## config.mk

```make
export PLATFORM = sky130hd
export DESIGN_NAME = fall_event_monitor
export DESIGN_NICKNAME = d
export VERILOG_FILES = /design/src/rtl/fall_event_monitor.sv
export SDC_FILE = /design/constraint.sdc
export NUM_CORES = 1
export LEC_CHECK = 0
export BUFFER_PORTS_ARGS = -buffer_cell sky130_fd_sc_hd__buf_2
export CELL_PAD_IN_SITES_DETAIL_PLACEMENT = 1
export CELL_PAD_IN_SITES_GLOBAL_PLACEMENT = 2
export CORE_MARGIN = 10
export CORE_UTILIZATION = 30
export DETAILED_ROUTE_END_ITERATION = 10
export PLACE_DENSITY = 0.57
export REMOVE_ABC_BUFFERS = 1
export SYNTH_ARGS = -nofsm -noshare
export SYNTH_HDL_FRONTEND = slang
export SYNTH_SLANG_ARGS = --single-unit
```

## constraint.sdc

```tcl
create_clock -name clk -period 3.1 [get_ports clk]
set_input_delay 0.155 -clock clk [delete_from_list [all_inputs] [get_ports clk]]
set_output_delay 0.155 -clock clk [all_outputs]
set_load 0.02 [all_outputs]
```

## src/rtl/fall_event_monitor.sv

```systemverilog
// Samples a bus every edge, turns per-bit 1->0 transitions into timestamped
// records queued in a small FIFO, and keeps bit-0 fall / drop statistics.
module fall_event_monitor #(
    parameter int WIDTH = 4,
    parameter int DEPTH = 4,
    parameter int CNT_W = 8,
    parameter int TS_W  = 16
) (
    input  logic             clk,
    input  logic             rst_n,
    input  logic [WIDTH-1:0] b,
    input  logic             en,
    input  logic             clr,
    output logic             evt_valid,
    input  logic             evt_ready,
    output logic [WIDTH-1:0] evt_mask,
    output logic [TS_W-1:0]  evt_ts,
    output logic [CNT_W-1:0] fell_cnt,
    output logic [CNT_W-1:0] drop_cnt,
    output logic             overflow,
    output logic [1:0]       state
);

    localparam int AW = (DEPTH > 1) ? $clog2(DEPTH) : 1;
    localparam logic [AW:0] FULL_CNT = DEPTH[AW:0];

    typedef enum logic [1:0] {IDLE = 2'd0, ARM = 2'd1, RUN = 2'd2} state_e;

    state_e           state_q, state_d;
    logic [WIDTH-1:0] prev_q, prev_d;
    logic [TS_W-1:0]  ts_q;
    logic             run;

    logic [WIDTH-1:0] mask_mem_q [DEPTH];
    logic [TS_W-1:0]  ts_mem_q   [DEPTH];
    logic [AW-1:0]    wr_ptr_q, rd_ptr_q;
    logic [AW:0]      cnt_q;
    logic [CNT_W-1:0] fell_cnt_q, drop_cnt_q;
    logic             overflow_q;

    logic [WIDTH-1:0] fall_mask;
    logic             push, pop, full, accept, drop;

    // ---------------- FSM ----------------
    always_ff @(posedge clk or negedge rst_n) begin
        if (!rst_n) state_q <= IDLE;
        else        state_q <= state_d;
    end

    always_comb begin
        state_d = state_q;
        case (state_q)
            IDLE:    if (en) state_d = ARM;
            ARM:     state_d = en ? RUN : IDLE;
            RUN:     if (!en) state_d = IDLE;
            default: state_d = IDLE;
        endcase
    end

    // ARM and RUN both resample the bus so RUN never compares against a stale value
    always_comb begin
        run    = (state_q == RUN);
        prev_d = (state_q == IDLE) ? prev_q : b;
    end

    assign state = state_q;

    always_ff @(posedge clk or negedge rst_n) begin
        if (!rst_n) begin
            prev_q <= '0;
            ts_q   <= '0;
        end else begin
            prev_q <= prev_d;
            ts_q   <= ts_q + 1'b1;
        end
    end

    // ---------------- detection / FIFO control ----------------
    assign fall_mask = run ? (prev_q & ~b) : '0;
    assign push      = (|fall_mask) && !clr;
    assign pop       = evt_valid && evt_ready && !clr;
    assign full      = (cnt_q == FULL_CNT);
    assign accept    = push && (!full || pop);
    assign drop      = push && full && !pop;

    always_ff @(posedge clk) begin
        if (accept) begin
            mask_mem_q[wr_ptr_q] <= fall_mask;
            ts_mem_q[wr_ptr_q]   <= ts_q;
        end
    end

    always_ff @(posedge clk or negedge rst_n) begin
        if (!rst_n) begin
            wr_ptr_q <= '0;
            rd_ptr_q <= '0;
            cnt_q    <= '0;
        end else if (clr) begin
            wr_ptr_q <= '0;
            rd_ptr_q <= '0;
            cnt_q    <= '0;
        end else begin
            if (accept) wr_ptr_q <= wr_ptr_q + 1'b1;
            if (pop)    rd_ptr_q <= rd_ptr_q + 1'b1;
            case ({accept, pop})
                2'b10:   cnt_q <= cnt_q + 1'b1;
                2'b01:   cnt_q <= cnt_q - 1'b1;
                default: cnt_q <= cnt_q;
            endcase
        end
    end

    // fell_cnt counts every bit-0 fall, even ones whose record gets dropped
    always_ff @(posedge clk or negedge rst_n) begin
        if (!rst_n) begin
            fell_cnt_q <= '0;
            drop_cnt_q <= '0;
            overflow_q <= 1'b0;
        end else if (clr) begin
            fell_cnt_q <= '0;
            drop_cnt_q <= '0;
            overflow_q <= 1'b0;
        end else begin
            if (fall_mask[0] && (fell_cnt_q != '1)) fell_cnt_q <= fell_cnt_q + 1'b1;
            if (drop) begin
                if (drop_cnt_q != '1) drop_cnt_q <= drop_cnt_q + 1'b1;
                overflow_q <= 1'b1;
            end
        end
    end

    assign evt_valid = (cnt_q != '0);
    assign evt_mask  = evt_valid ? mask_mem_q[rd_ptr_q] : '0;
    assign evt_ts    = evt_valid ? ts_mem_q[rd_ptr_q]   : '0;
    assign fell_cnt  = fell_cnt_q;
    assign drop_cnt  = drop_cnt_q;
    assign overflow  = overflow_q;

endmodule
```

## After elaboration in Yosys (flattened, before gate mapping)

Memories as Yosys holds them, arrays and structs flattened.
Cells that the tools add are included.
W data, S select, Z words.

| storage, ports and cells | value |
|---|---|
| memories kept | 2 |
| bits in writable memories | 80 |
| register bits after elaboration | 46 |
| output and inout bits | 40 |
| bits of input ports | 9 |

| cells by class | value |
|---|---|
| $add $sub $neg | 7 |
| bitwise gates (word level) | 2 |
| mux-type cells | 22 |
| equality and inequality tests | 9 |
| reductions and logical operators | 22 |

Memories:

| name | words | width | rd ports | clocked after Yosys merged registers in | write ports | line | source |
|---|---|---|---|---|---|---|---|
| ts_mem_q | 4 | 16 | 1 | 0 | 1 | 35 | `logic [TS_W-1:0] ts_mem_q [DEPTH];` |
| mask_mem_q | 4 | 4 | 1 | 0 | 1 | 34 | `logic [WIDTH-1:0] mask_mem_q [DEPTH];` |

Operators with widths:

| operator | number |
|---|---|
| $mux W8 | 5 |
| $add A16 B1 Y16 const B | 1 |
| $add A8 B1 Y8 const B | 2 |
| $mux W16 | 1 |
| $ne A8 B8 Y1 const B | 2 |
| $mux W2 | 7 |
| $reduce_bool A2 Y1 | 5 |
| $mux W4 | 2 |
| $logic_and A1 B1 Y1 | 7 |
| $pmux W2 S3 | 1 |
| $pmux W3 S2 | 1 |
| $reduce_bool A3 Y1 | 2 |
| $add A2 B1 Y2 const B | 2 |
| $and A4 B4 Y4 | 1 |
| $eq A2 B1 Y1 const B | 2 |
| $eq A2 B2 Y1 const B | 2 |
| $mux W1 | 4 |
| $ne A2 B2 Y1 const B | 2 |
| $not A4 Y4 | 1 |
| $reduce_and A2 Y1 | 2 |
| $reduce_or A4 Y1 | 1 |
| $add A3 B1 Y3 const B | 1 |
| $eq A3 B3 Y1 const B | 1 |
| $logic_not A1 Y1 | 3 |
| other kinds (4) | 4 |

## Depth between registers and ports, before layout

| depth | value |
|---|---|
| word-level depth | 9 |
| depth in mapped cells | 9 |
| depth with buffers taken out | 8 |

## Worst setup path before layout

OpenSTA, ideal clock, no wires.

| path | value |
|---|---|
| kind | reg2reg |
| start | register state_q[0] (netlist: state[0]) |
| end | register cnt_q[2] |
| required time | 2.964 ns |
| setup slack | 0.812 ns |
| stages on the path, launching flop included | 10 |
| arrival time | 2.151 ns |
| path buffers | 1 |
| setup time | 0.136 ns |
| cells stage by stage | dfrtp_1 nand2b_4 a41oi_2 buf_2 or3b_2 fa_1 nand2_1 a2111oi_0 a31oi_1 a21oi_1 |

| between the ends | value |
|---|---|
| word-level cells in the longest chain between the ends | 8 |

Ends and longest elaborated chain:

| element | line | source |
|---|---|---|
| from (decl) | 29 | `state_e state_q, state_d;` |
| from (signal assigned) | 47 | `else state_q <= state_d;` |
| $eq A2 B2 Y1 (*) | 62 | `run = (state_q == RUN);` |
| $mux W4 (*) | 79 | `assign fall_mask = run ? (prev_q & ~b) : '0;` |
| $reduce_or A4 Y1 (*) | 80 | `assign push = (\|fall_mask) && !clr;` |
| $logic_and A1 B1 Y1 (*) | 80 |  |
| $logic_and A1 B1 Y1 (*) | 83 | `assign accept = push && (!full \|\| pop);` |
| $eq A2 B1 Y1 / $eq A2 B2 Y1 (equally long branches) | 105 | `case ({accept, pop})` |
| $pmux W3 S2 | 105 |  |
| $mux W3 | 98 | `end else if (clr) begin` |
| to (signal assigned) | 106 | `2'b10: cnt_q <= cnt_q + 1'b1;` |
| to (signal assigned) | 107 | `2'b01: cnt_q <= cnt_q - 1'b1;` |
| to (signal assigned) | 108 | `default: cnt_q <= cnt_q;` |
| to (decl) | 37 | `logic [AW:0] cnt_q;` |

Mark *: on every way between the ends. The rest lies on a longest branch, timed or not.
A chain may end at the register's enable or synchronous reset.

## Worst setup path after layout

| path | value |
|---|---|
| start | input b[2] |
| end | register cnt_q[2] |

| between the ends | value |
|---|---|
| word-level cells in the longest chain between the ends | 9 |

Ends and longest elaborated chain:

| element | line | source |
|---|---|---|
| from (decl) | 11 | `input logic [WIDTH-1:0] b,` |
| $not A4 Y4 (*) | 79 |  |
| $and A4 B4 Y4 (*) | 79 |  |
| $mux W4 (*) | 79 |  |
| $reduce_or A4 Y1 (*) | 80 |  |
| $logic_and A1 B1 Y1 (*) | 80 |  |
| $logic_and A1 B1 Y1 (*) | 83 |  |
| $eq A2 B1 Y1 / $eq A2 B2 Y1 (equally long branches) | 105 |  |
| $pmux W3 S2 | 105 |  |
| $mux W3 | 98 |  |

Marked as above.

==> results.yml <==
status:
  status: "finished clean"
yosys:
  postSynthCellCount: 346
  synth_area_leaders: "edfxtp_1, dfrtp_1, mux4_2"
  synth-seq-area-share: 0.6681
  yosys.area.top_type: "edfxtp_1"
  synth_ff_type: "edfxtp_1"
  ys_ff_latch: 126
  synth.distinct_cells: 43
  netlist_area_um2: 5319
  synth_edf_count: 80
  synth_top_area_frac: 0.4517
  synthArstFlopShare: 0.3651
  yosys_warnings: 0
  synth_area_per_cell_um2: 15.37
cts:
  clock-sinks: 126
  clock_path_buffers: 2
  cts_htree_levels: 4
  cts_tree: "built"
  cts_buffers: 17
  clockRootBuffer: "clkbuf_16"
  clk_latency_ns: 0.41
  post-cts-setup-buffers: 0
  clk_pin_slew_ns: 0.06
setup_path:
  crit_family: "buffers and inverters"
  endpoint_kind: "register"
  critPathMaxStageDelay_ns: 0.52
  cp_data_required_time_ns: 3.39
  slowest_stage: "dlygate4sd3_1"
  worstSetupPathType: "in -> reg"
  cp_num_cells: 11
  r2r_cells: 9
  cp_num_buf_inv: 3
  arrival_ns: 2.58
  crit_chain: "dlygate4sd3_1, buf_2, nand2b_1, a41oi_2, buf_4, or3b_2, fa_1, nand2_1, a2111oi_0, a31oi_1, a21oi_1"
  start_kind: "input pin"
  critPathMaxFanout: 15
routing:
  viasPerCell: 4.700
  wl_met3_um: 553
  wl_per_cell_um: 17.36
  highest_layer: "met4"
  met1_length_um: 5227
  drt_first_pass_iters: 4
  wirelength_um: 11410
  num_vias: 3088
  initialDrtViolationCount: 95
  ant_nets: 0
  drcViolationCount: 0
  wl_met2_um: 5510
finish:
  layout.nets: 436
  final_common_cell: "edfxtp_1"
  antenna_cells: 0
  syn_to_final_growth_pct: 22.75
  drive_gt1_frac: 0.2731
  layout_common_cells: "edfxtp_1, buf_2, dfrtp_1"
timing:
  tightest_slew_ns: 0.7302
  setup_tns_ns: 0
  final_hold_viol_count: 0
  grt_setup_unrepaired: "false"
  relSlewSlack: 0.5132
  max_freq_mhz: 436.6
  period_share: 0.7389
  finalMaxSlewViolations: 0
  finalSetupViolCount: 0
  finClkSkew_ns: 0.008118
  min_period_ns: 2.291
power:
  total_power_w: 0.004701
  leakage_nw: 2.595
  powerDensity_nw_per_um2: 720.1
  ir_drop_uv: 461.1
floorplan:
  start_util: 0.3064
  pin_count: 49
  dieArea_um2: 23450
  die_w_um: 153.2
  num_rows: 48
  core_area_um2: 17360
  die_h_um: 153.2
min_path:
  whs_path_depth: 2
  hp-class: "in -> reg"
grt:
  grt_max_degree: 29
  first_global_vias: 3394
  antenna_found_initial: 0
  grt_use_total: 0.1021
  overflow: 0
  grt_pass1_wl_um: 19020
placed_design:
  hpwl_um: 7331
  gp_congestion: 0.6777
  io_buffers: 48
flow_run:
  maxCapViolCount: 0
==> layout make-up <==
type / count / area (um^2)
clock buffers: 19 / 432.9
inverters: 9 / 33.78
fillers: 1826 / 10830
clock inverters: 13 / 165.2
repair buffers: 65 / 382.9
well taps: 225 / 281.5
flip-flops and latches: 126 / 3553
multi-input cells: 200 / 1679
==> per-stage QoR <==
step	util	setup slack (ns)	hold slack, ns	std cells	area [um^2]
2_1_floorplan	-	0.7039	-0.1406	335	5266
3_3_place_gp	0.3382	0.8579	0.2443	619	5871
3_5_place_dp	0.3382	0.8216	0.2408	619	5871
4_1_cts	0.3762	0.8028	0.1432	657	6529
5_1_grt	0.3762	0.6228	0.1630	657	6529
6_report	0.3762	0.8094	0.1403	657	6529
==> final timing paths <==
kind | startpoint | end | slack [ns]
worst max-delay path | b[2] | cnt_q[2] | 0.81
worst min register to register | prev_q[1] | prev_q[1] | 0.51
worst min-delay path | clr | fell_cnt[1] | 0.14
worst max register to register | prev_q[2] | cnt_q[2] | 0.82
max in group asynchronous | rst_n | drop_cnt[1] | 2.05
min in group asynchronous | rst_n | drop_cnt[4] | 0.31
==> cell families after synthesis <==
logic type               share of synthesized area
AND/OR/NAND/NOR                             0.1197
flip-flops                                  0.6681
XOR/XNOR                                   0.04281
buffers and inverters                      0.01623
AO/OA/AOI/OAI                              0.03011
adder cells (fa/ha/maj)                    0.02023
multiplexers                                0.1028
==> layer usage <==
| metal | vias up | track usage |
|---|---|---|
| met2 | 62 | 0.1613 |
| met5 | - | 0 |
| met4 | 0 | 0.03815 |
| met1 | 1579 | 0.1264 |
| li1 | 1437 | - |
| met3 | 10 | 0.03451 |
==> worst reg2reg max path, cell delays in order (launching register included) <==
cell and delay, ns:
dfrtp_1 0.37, nand2b_1 0.12, a41oi_2 0.16, buf_4 0.22, or3b_2 0.47, fa_1 0.41, nand2_1 0.11, a2111oi_0 0.07
a31oi_1 0.16, a21oi_1 0.08
==> power breakdown <==
group          leakage (nW)  internal [W]  switching, W
Combinational         0.882      0.000358      0.000470
Clock                 0.287       0.00127      0.000741
Sequential             1.43       0.00182     0.0000403
Total                  2.60       0.00345       0.00125
==> repair_timing <==
item                      CTS  global route
hold buffers                6             0
resized for setup           0             0
hold endpoints to repair   33             0
==> flip-flops by register name, indices dropped and copies added (netlist names) <==
name        count
overflow        1
mask_mem_q     16
ts_q           16
drop_cnt        8
ts_mem_q       64
cnt_q           3
prev_q          4
wr_ptr_q        2
state           2
rd_ptr_q        2
fell_cnt        8
==> cell usage after synthesis (all sizes together), types with 3 or more instances <==
cell     n
nand3   14
ha       7
and2    27
clkbuf   7
a31oi    3
nand2   14
buf      4
nor2    25
dfrtp   46
inv      9
nand2b   6
and3     5
mux4    20
mux2i    4
a21oi    6
xnor2   20
and4     3
edfxtp  80
nand4    7
mux2     5
o21ai    5
or3      5
xor2     6
No activity file was read; power rests on OpenSTA's default activity.
